===== src/rtl/mi_arb_pkg.sv =====
`default_nettype none
// ============================================================================
// Module   : mi_arb_pkg
// Brief    : Shared constants and FSM state encoding for the two-requester
//            mi_* burst arbiter.
// Revision : 1.0 - initial release
// ============================================================================
package mi_arb_pkg;

    localparam int MI_LEN_W  = 7;
    localparam int MI_DATA_W = 32;

    // Arbiter FSM: wait for a request, present the command, route beats
    typedef enum logic [1:0] {
        IDLE = 2'd0,
        CMD  = 2'd1,
        DATA = 2'd2
    } mi_arb_state_t;

endpackage
`default_nettype wire


===== src/rtl/mi_arb_pick.sv =====
`default_nettype none
// ============================================================================
// Module   : mi_arb_pick
// Brief    : Combinational two-input picker. When both inputs request, the
//            port named by rr wins; a lone requester always wins.
// Revision : 1.0 - initial release
// ============================================================================
module mi_arb_pick (
    input  logic [1:0] req,
    input  logic       rr,
    output logic       gnt,
    output logic       any
);

    // Preferred port on contention, otherwise whichever port is asking
    always_comb begin
        any = |req;
        gnt = 1'b0;
        if (&req) begin
            gnt = rr;
        end else begin
            gnt = req[1];
        end
    end

endmodule
`default_nettype wire


===== src/rtl/mi_burst_arbiter.sv =====
`default_nettype none
// ============================================================================
// Module   : mi_burst_arbiter
// Brief    : Two-requester arbiter in front of the mi_* burst slave. Grants
//            one master per burst, forwards its command, and routes the
//            downstream write/read strobes to it until the last beat.
//            Define MI_ARB_ROUND_ROBIN_EN for round-robin arbitration;
//            otherwise port 0 has fixed priority.
// Revision : 1.0 - initial release
// ============================================================================
module mi_burst_arbiter
    import mi_arb_pkg::*;
#(
    parameter int AW = 20
) (
    input  logic                 clk,
    input  logic                 rst,

    // Requester 0
    input  logic [AW-1:0]        m0_addr,
    input  logic [MI_LEN_W-1:0]  m0_len,
    input  logic                 m0_rw,
    input  logic                 m0_valid,
    output logic                 m0_ready,
    input  logic [MI_DATA_W-1:0] m0_wdata,
    output logic                 m0_wack,
    output logic                 m0_wlast,
    output logic [MI_DATA_W-1:0] m0_rdata,
    output logic                 m0_rstb,
    output logic                 m0_rlast,

    // Requester 1
    input  logic [AW-1:0]        m1_addr,
    input  logic [MI_LEN_W-1:0]  m1_len,
    input  logic                 m1_rw,
    input  logic                 m1_valid,
    output logic                 m1_ready,
    input  logic [MI_DATA_W-1:0] m1_wdata,
    output logic                 m1_wack,
    output logic                 m1_wlast,
    output logic [MI_DATA_W-1:0] m1_rdata,
    output logic                 m1_rstb,
    output logic                 m1_rlast,

    // Downstream burst slave
    output logic [AW-1:0]        s_addr,
    output logic [MI_LEN_W-1:0]  s_len,
    output logic                 s_rw,
    output logic                 s_valid,
    input  logic                 s_ready,
    output logic [MI_DATA_W-1:0] s_wdata,
    input  logic                 s_wack,
    input  logic                 s_wlast,
    input  logic [MI_DATA_W-1:0] s_rdata,
    input  logic                 s_rstb,
    input  logic                 s_rlast
);

    mi_arb_state_t         r_state;
    mi_arb_state_t         w_state_nxt;
    logic                  r_gnt;
    logic                  w_pick_gnt;
    logic                  w_any;
    logic                  w_rr;
    logic                  w_burst_end;

    // Granted requester's command and write data
    logic                  w_sel_valid;
    logic [AW-1:0]         w_sel_addr;
    logic [MI_LEN_W-1:0]   w_sel_len;
    logic                  w_sel_rw;
    logic [MI_DATA_W-1:0]  w_sel_wdata;

    assign w_sel_valid = r_gnt ? m1_valid : m0_valid;
    assign w_sel_addr  = r_gnt ? m1_addr  : m0_addr;
    assign w_sel_len   = r_gnt ? m1_len   : m0_len;
    assign w_sel_rw    = r_gnt ? m1_rw    : m0_rw;
    assign w_sel_wdata = r_gnt ? m1_wdata : m0_wdata;

    // Bursts end only on the downstream last strobe; no beat counting here
    assign w_burst_end = (r_state == DATA) && (s_rlast || s_wlast);

    mi_arb_pick u_pick (
        .req (({m1_valid, m0_valid})),
        .rr  (w_rr),
        .gnt (w_pick_gnt),
        .any (w_any)
    );

`ifdef MI_ARB_ROUND_ROBIN_EN
    logic r_rr;

    // Prefer the other port once a burst completes
    always_ff @(posedge clk or posedge rst) begin
        if (rst) begin
            r_rr <= 1'b0;
        end else if (w_burst_end) begin
            r_rr <= ~r_gnt;
        end
    end

    assign w_rr = r_rr;
`else
    // Fixed priority: port 0 wins every contention
    assign w_rr = 1'b0;
`endif

    // FSM state register
    always_ff @(posedge clk or posedge rst) begin
        if (rst) begin
            r_state <= IDLE;
        end else begin
            r_state <= w_state_nxt;
        end
    end

    // Grant pointer is captured only while arbitrating in IDLE
    always_ff @(posedge clk or posedge rst) begin
        if (rst) begin
            r_gnt <= 1'b0;
        end else if ((r_state == IDLE) && w_any) begin
            r_gnt <= w_pick_gnt;
        end
    end

    // Next state and all outputs; everything is zero outside its phase
    always_comb begin
        w_state_nxt = r_state;
        s_valid     = 1'b0;
        s_addr      = '0;
        s_len       = '0;
        s_rw        = 1'b0;
        s_wdata     = '0;
        m0_ready    = 1'b0;
        m0_wack     = 1'b0;
        m0_wlast    = 1'b0;
        m0_rstb     = 1'b0;
        m0_rlast    = 1'b0;
        m0_rdata    = '0;
        m1_ready    = 1'b0;
        m1_wack     = 1'b0;
        m1_wlast    = 1'b0;
        m1_rstb     = 1'b0;
        m1_rlast    = 1'b0;
        m1_rdata    = '0;

        case (r_state)
            IDLE: begin
                if (w_any) begin
                    w_state_nxt = CMD;
                end
            end

            CMD: begin
                s_valid = w_sel_valid;
                s_addr  = w_sel_addr;
                s_len   = w_sel_len;
                s_rw    = w_sel_rw;
                if (w_sel_valid && s_ready) begin
                    m0_ready    = ~r_gnt;
                    m1_ready    = r_gnt;
                    w_state_nxt = DATA;
                end else if (!w_sel_valid) begin
                    // Withdrawn request: re-arbitrate, pointer untouched
                    w_state_nxt = IDLE;
                end
            end

            DATA: begin
                s_wdata  = w_sel_wdata;
                m0_rdata = s_rdata;
                m1_rdata = s_rdata;
                if (r_gnt) begin
                    m1_wack  = s_wack;
                    m1_wlast = s_wlast;
                    m1_rstb  = s_rstb;
                    m1_rlast = s_rlast;
                end else begin
                    m0_wack  = s_wack;
                    m0_wlast = s_wlast;
                    m0_rstb  = s_rstb;
                    m0_rlast = s_rlast;
                end
                if (w_burst_end) begin
                    w_state_nxt = IDLE;
                end
            end

            default: begin
                w_state_nxt = IDLE;
            end
        endcase
    end

endmodule
`default_nettype wire

===== config.mk =====
export PLATFORM = sky130hd
export DESIGN_NAME = mi_burst_arbiter
export DESIGN_NICKNAME = d
export VERILOG_FILES = /design/src/rtl/mi_arb_pkg.sv /design/src/rtl/mi_arb_pick.sv /design/src/rtl/mi_burst_arbiter.sv
export SDC_FILE = /design/constraint.sdc
export NUM_CORES = 1
export LEC_CHECK = 0
export BUFFER_PORTS_ARGS = -buffer_cell sky130_fd_sc_hd__buf_2
export CAP_MARGIN = 20
export CORE_AREA = 10 10 108 110
export CTS_CLUSTER_DIAMETER = 50
export DETAILED_ROUTE_END_ITERATION = 8
export DIE_AREA = 0 0 118 120
export GPL_TIMING_DRIVEN = 0
export PLACE_DENSITY_LB_ADDON = 0.12
export SYNTH_ARGS = -nofsm -noshare
export SYNTH_HDL_FRONTEND = slang
export SYNTH_SLANG_ARGS = --single-unit

===== constraint.sdc =====
create_clock -name clk -period 1.3 [get_ports clk]
set_input_delay 0.26 -clock clk [delete_from_list [all_inputs] [get_ports clk]]
set_output_delay 0.26 -clock clk [all_outputs]
set_load 0.02 [all_outputs]

==> impl_results.md <==
- Hold Path Origin: m0_valid
- Register area share after synthesis: 0.0437
- YS warnings: 0
- FF+latch area: 77.6 um^2
- Final Non-Filler Cells: 674
- Crit Path Class: reg2out
- Rows: 36
- Final GP Congestion: roughly 0.73
- Peak fanout along the critical path: 10
- Reg2reg setup slack: 0.11 ns
- CP Capture Type: output port
- Psw: 3400 uW
- IO Pins: around 300
- Worst r2r dst: r_gnt$_DFFE_PP0P_
- Chip Width: roughly 120 um
- Initial Util: 0.180
- R2r worst-path depth: 3
- GRT Util Overall: 0.141
- Grt ovf: 0
- Status: complete, but fails checks
- Final #Nets: 703
- Worst vdd ir: roughly 630 uV
- Final setup viols: 135
- Die area: 14200 um^2
- Tot Pwr: between 7000 and 8000 uW
- Max_cap viols: 0
- Detailed placer's ending HPWL: 9710 um
- Mapped cell area: 1720 um^2
- PnR worst setup slack: -0.412 ns
- Sw Ratio: 0.467
- DRC: 0
- WL final: 11500 um
- WHS Endpoint: r_gnt$_DFFE_PP0P_
- Finished Cell Area: 4730 um^2
- Max Transition Viols Final: 0
- CTS root buffer: clkbuf_8
- Synth Net Count: 393
- Placed Area: 3630 um^2
- Area grow syn2layout: 175%
- Internal Power: 3880 uW
- Fillers: approximately 920
- Failing checks: setup timing
- Antenna violations before repair: 0
- Cell count after synthesis: 232
- Reg power frac: 0.026
- DR vias/cell: 4.12
- H-tree depth: 1
- CTS max path bufs: 2
- Area of the multi-input gates: 1720 um^2
- Worst-Margin Slew: 0.353 ns
- Vias in the first global route: 3014
- Power per cell area: 1540 nW/um^2
- Logic pwr share: 0.937
- Setup crit start kind: flop
- Wirelength per Cell: 17.0 um
- DR pass1 iterations: 5
- DRT iter0 DRCs: 59
- Synthesis-stage register bit count: 3
- Cell variety after synth: 22
- Min Tclk post-route: 1.71 ns
- Static leakage: 0.00250 uW
- DRT antenna net count: 0
- Dpl cells: 660
- Dpl ws: -0.281 ns
- Clock power share: 0.037
- Count of input and output buffers: 295
- Fmax: 584 MHz
- Proportion of layout cells with a drive suffix above 1: 0.906
- Antenna diodes: 0
- Tcrit/Tclk final: 1.32
- WP data arrival: 1.45 ns
- Hold WC Path Type: in2reg
- CTS tree: done
- Cells on Worst Hold Path: 2
- RSZ-0062 raised after global routing: yes
- CTS Buf Count: 3
- Final hold vios: 0
- Clk sinks: 3
- Total negative slack: -44.96 ns
- Reg2Reg Launch Point: r_state[0]$_DFFE_PP0P_
- Clk slew on worst S/H paths: around 0.030 ns
- Largest net degree at the start of global routing: 11
- Core ar.: 9550 um^2
- Skew-Pair Late Insertion Delay: approximately 0.21 ns
- Relative slew margins: 0.760
- Data required time of the worst path: around 1.0 ns
- Post-Synthesis Mean Instance Area: between 7 and 8 um^2
- Die height: about 120 um
- Clock Skew: about 0.00057 ns
- Via count of the routed design: 2775
- First-pass GRT wire length: roughly 16000 um
-- timing repair --
item / CTS / global route
pin swaps: 1 / 2
endpoints found under the setup margin: 135 / 135
resized for setup: 194 / 81
endpoints found under the hold margin: 3 / 0
setup buffers: 4 / 4
cloned: 0 / 1
hold buffers: 1 / 0
-- cells in the final DEF, fill, tap and decap left out, drive strengths merged --
master	Yosys	layout
or3b	1	1
nand2b	2	2
dlygate4sd3	0	1
a22oi	1	1
clkbuf	5	10
and3	8	8
nor4	2	2
or2	2	2
buf	46	349
and2	32	32
nor2b	1	1
dfrtp	3	3
o32ai	2	2
inv	3	3
mux2i	61	61
nor2	63	63
-- worst max path at each step --
stage / start / end / slack (ns) / cells past startpoint
finish: r_state[1]$_DFFE_PP0P_ / m1_rdata[14] / -0.41 / 5
global route: r_state[1]$_DFFE_PP0P_ / m1_rdata[10] / -0.47 / 5
CTS: r_gnt$_DFFE_PP0P_ / s_wdata[18] / -0.42 / 6
detailed placement: r_state[1]$_DFFE_PP0P_ / m1_rdata[14] / -0.28 / 5
global placement: r_state[1]$_DFFE_PP0P_ / m1_rdata[17] / -0.26 / 5
floorplan: r_state[1]$_DFFE_PP0P_ / m1_rdata[11] / -0.05 / 4
-- cells in the mapped netlist --
cell type,n,area (um^2)
nor2_1,63,236
mux2i_1,61,611
buf_4,33,248
and2_1,32,200
and3_1,8,50.1
buf_12,5,100
buf_2,4,20.0
buf_6,4,45.0
clkbuf_2,4,20.0
dfrtp_1,3,75.1
inv_1,2,7.51
o32ai_1,2,17.5
or2_2,2,12.5
a22oi_1,1,7.51
clkbuf_4,1,7.51
inv_2,1,3.75
nand2b_1,1,6.26
nand2b_2,1,8.76
nor2b_4,1,13.8
nor4_1,1,6.26
nor4_2,1,12.5
or3b_1,1,8.76
-- per-layer routing --
metal / vias up / global-route usage / wire (um)
met5: - / 0 / 0
met4: 0 / 0.0209 / 42
met3: 2 / 0.0769 / 1470
met2: 168 / 0.274 / 6300
met1: 1256 / 0.129 / 3640
li1: 1349 / - / -
-- cells by family after synthesis --
family,synth area share
multiplexers,0.355
buffers and inverters,0.263
flip-flops,0.0437
AND/OR/NAND/NOR,0.323
AO/OA/AOI/OAI,0.0146
-- layout make-up --
cell class | count | area share
flip-flops and latches | 3 | 0.0164
multi-input cells | 175 | 0.363
inverters | 3 | 0.00238
well taps | 133 | 0.0352
repair buffers | 305 | 0.441
clock buffers | 4 | 0.00953
plain buffers | 51 | 0.132
-- per-stage QoR --
| step | hold slack [ns] | util |
|---|---|---|
| after floorplan | 0.0136 | - |
| after global placement | 0.128 | 0.380 |
| after detailed placement | 0.132 | 0.380 |
| after CTS | 0.322 | 0.457 |
| after global routing | 0.344 | 0.495 |
| final | 0.321 | 0.495 |
-- critical path: stages (launching register included) --
cell and delay, ns:
dfrtp_2 0.43, nor2b_4 0.16, clkbuf_8 0.16, and2_2 0.21
buf_4 0.13, buf_4 0.14
-- registers in the layout, indices dropped and copies added, names as in the netlist --
signal,flops
r_state,2
r_gnt,1
-- power by group through the flow --
stage / Combinational (uW) / Clock, uW / Sequential, uW
after floorplan: 3750 / 0 / 178
after global placement: 5060 / 0 / 189
after detailed placement: 5080 / 0 / 191
after CTS: 6050 / 270 / 184
after global routing: 7210 / 279 / 193
final: 6820 / 268 / 188
No activity file was read; power rests on OpenSTA's default activity.
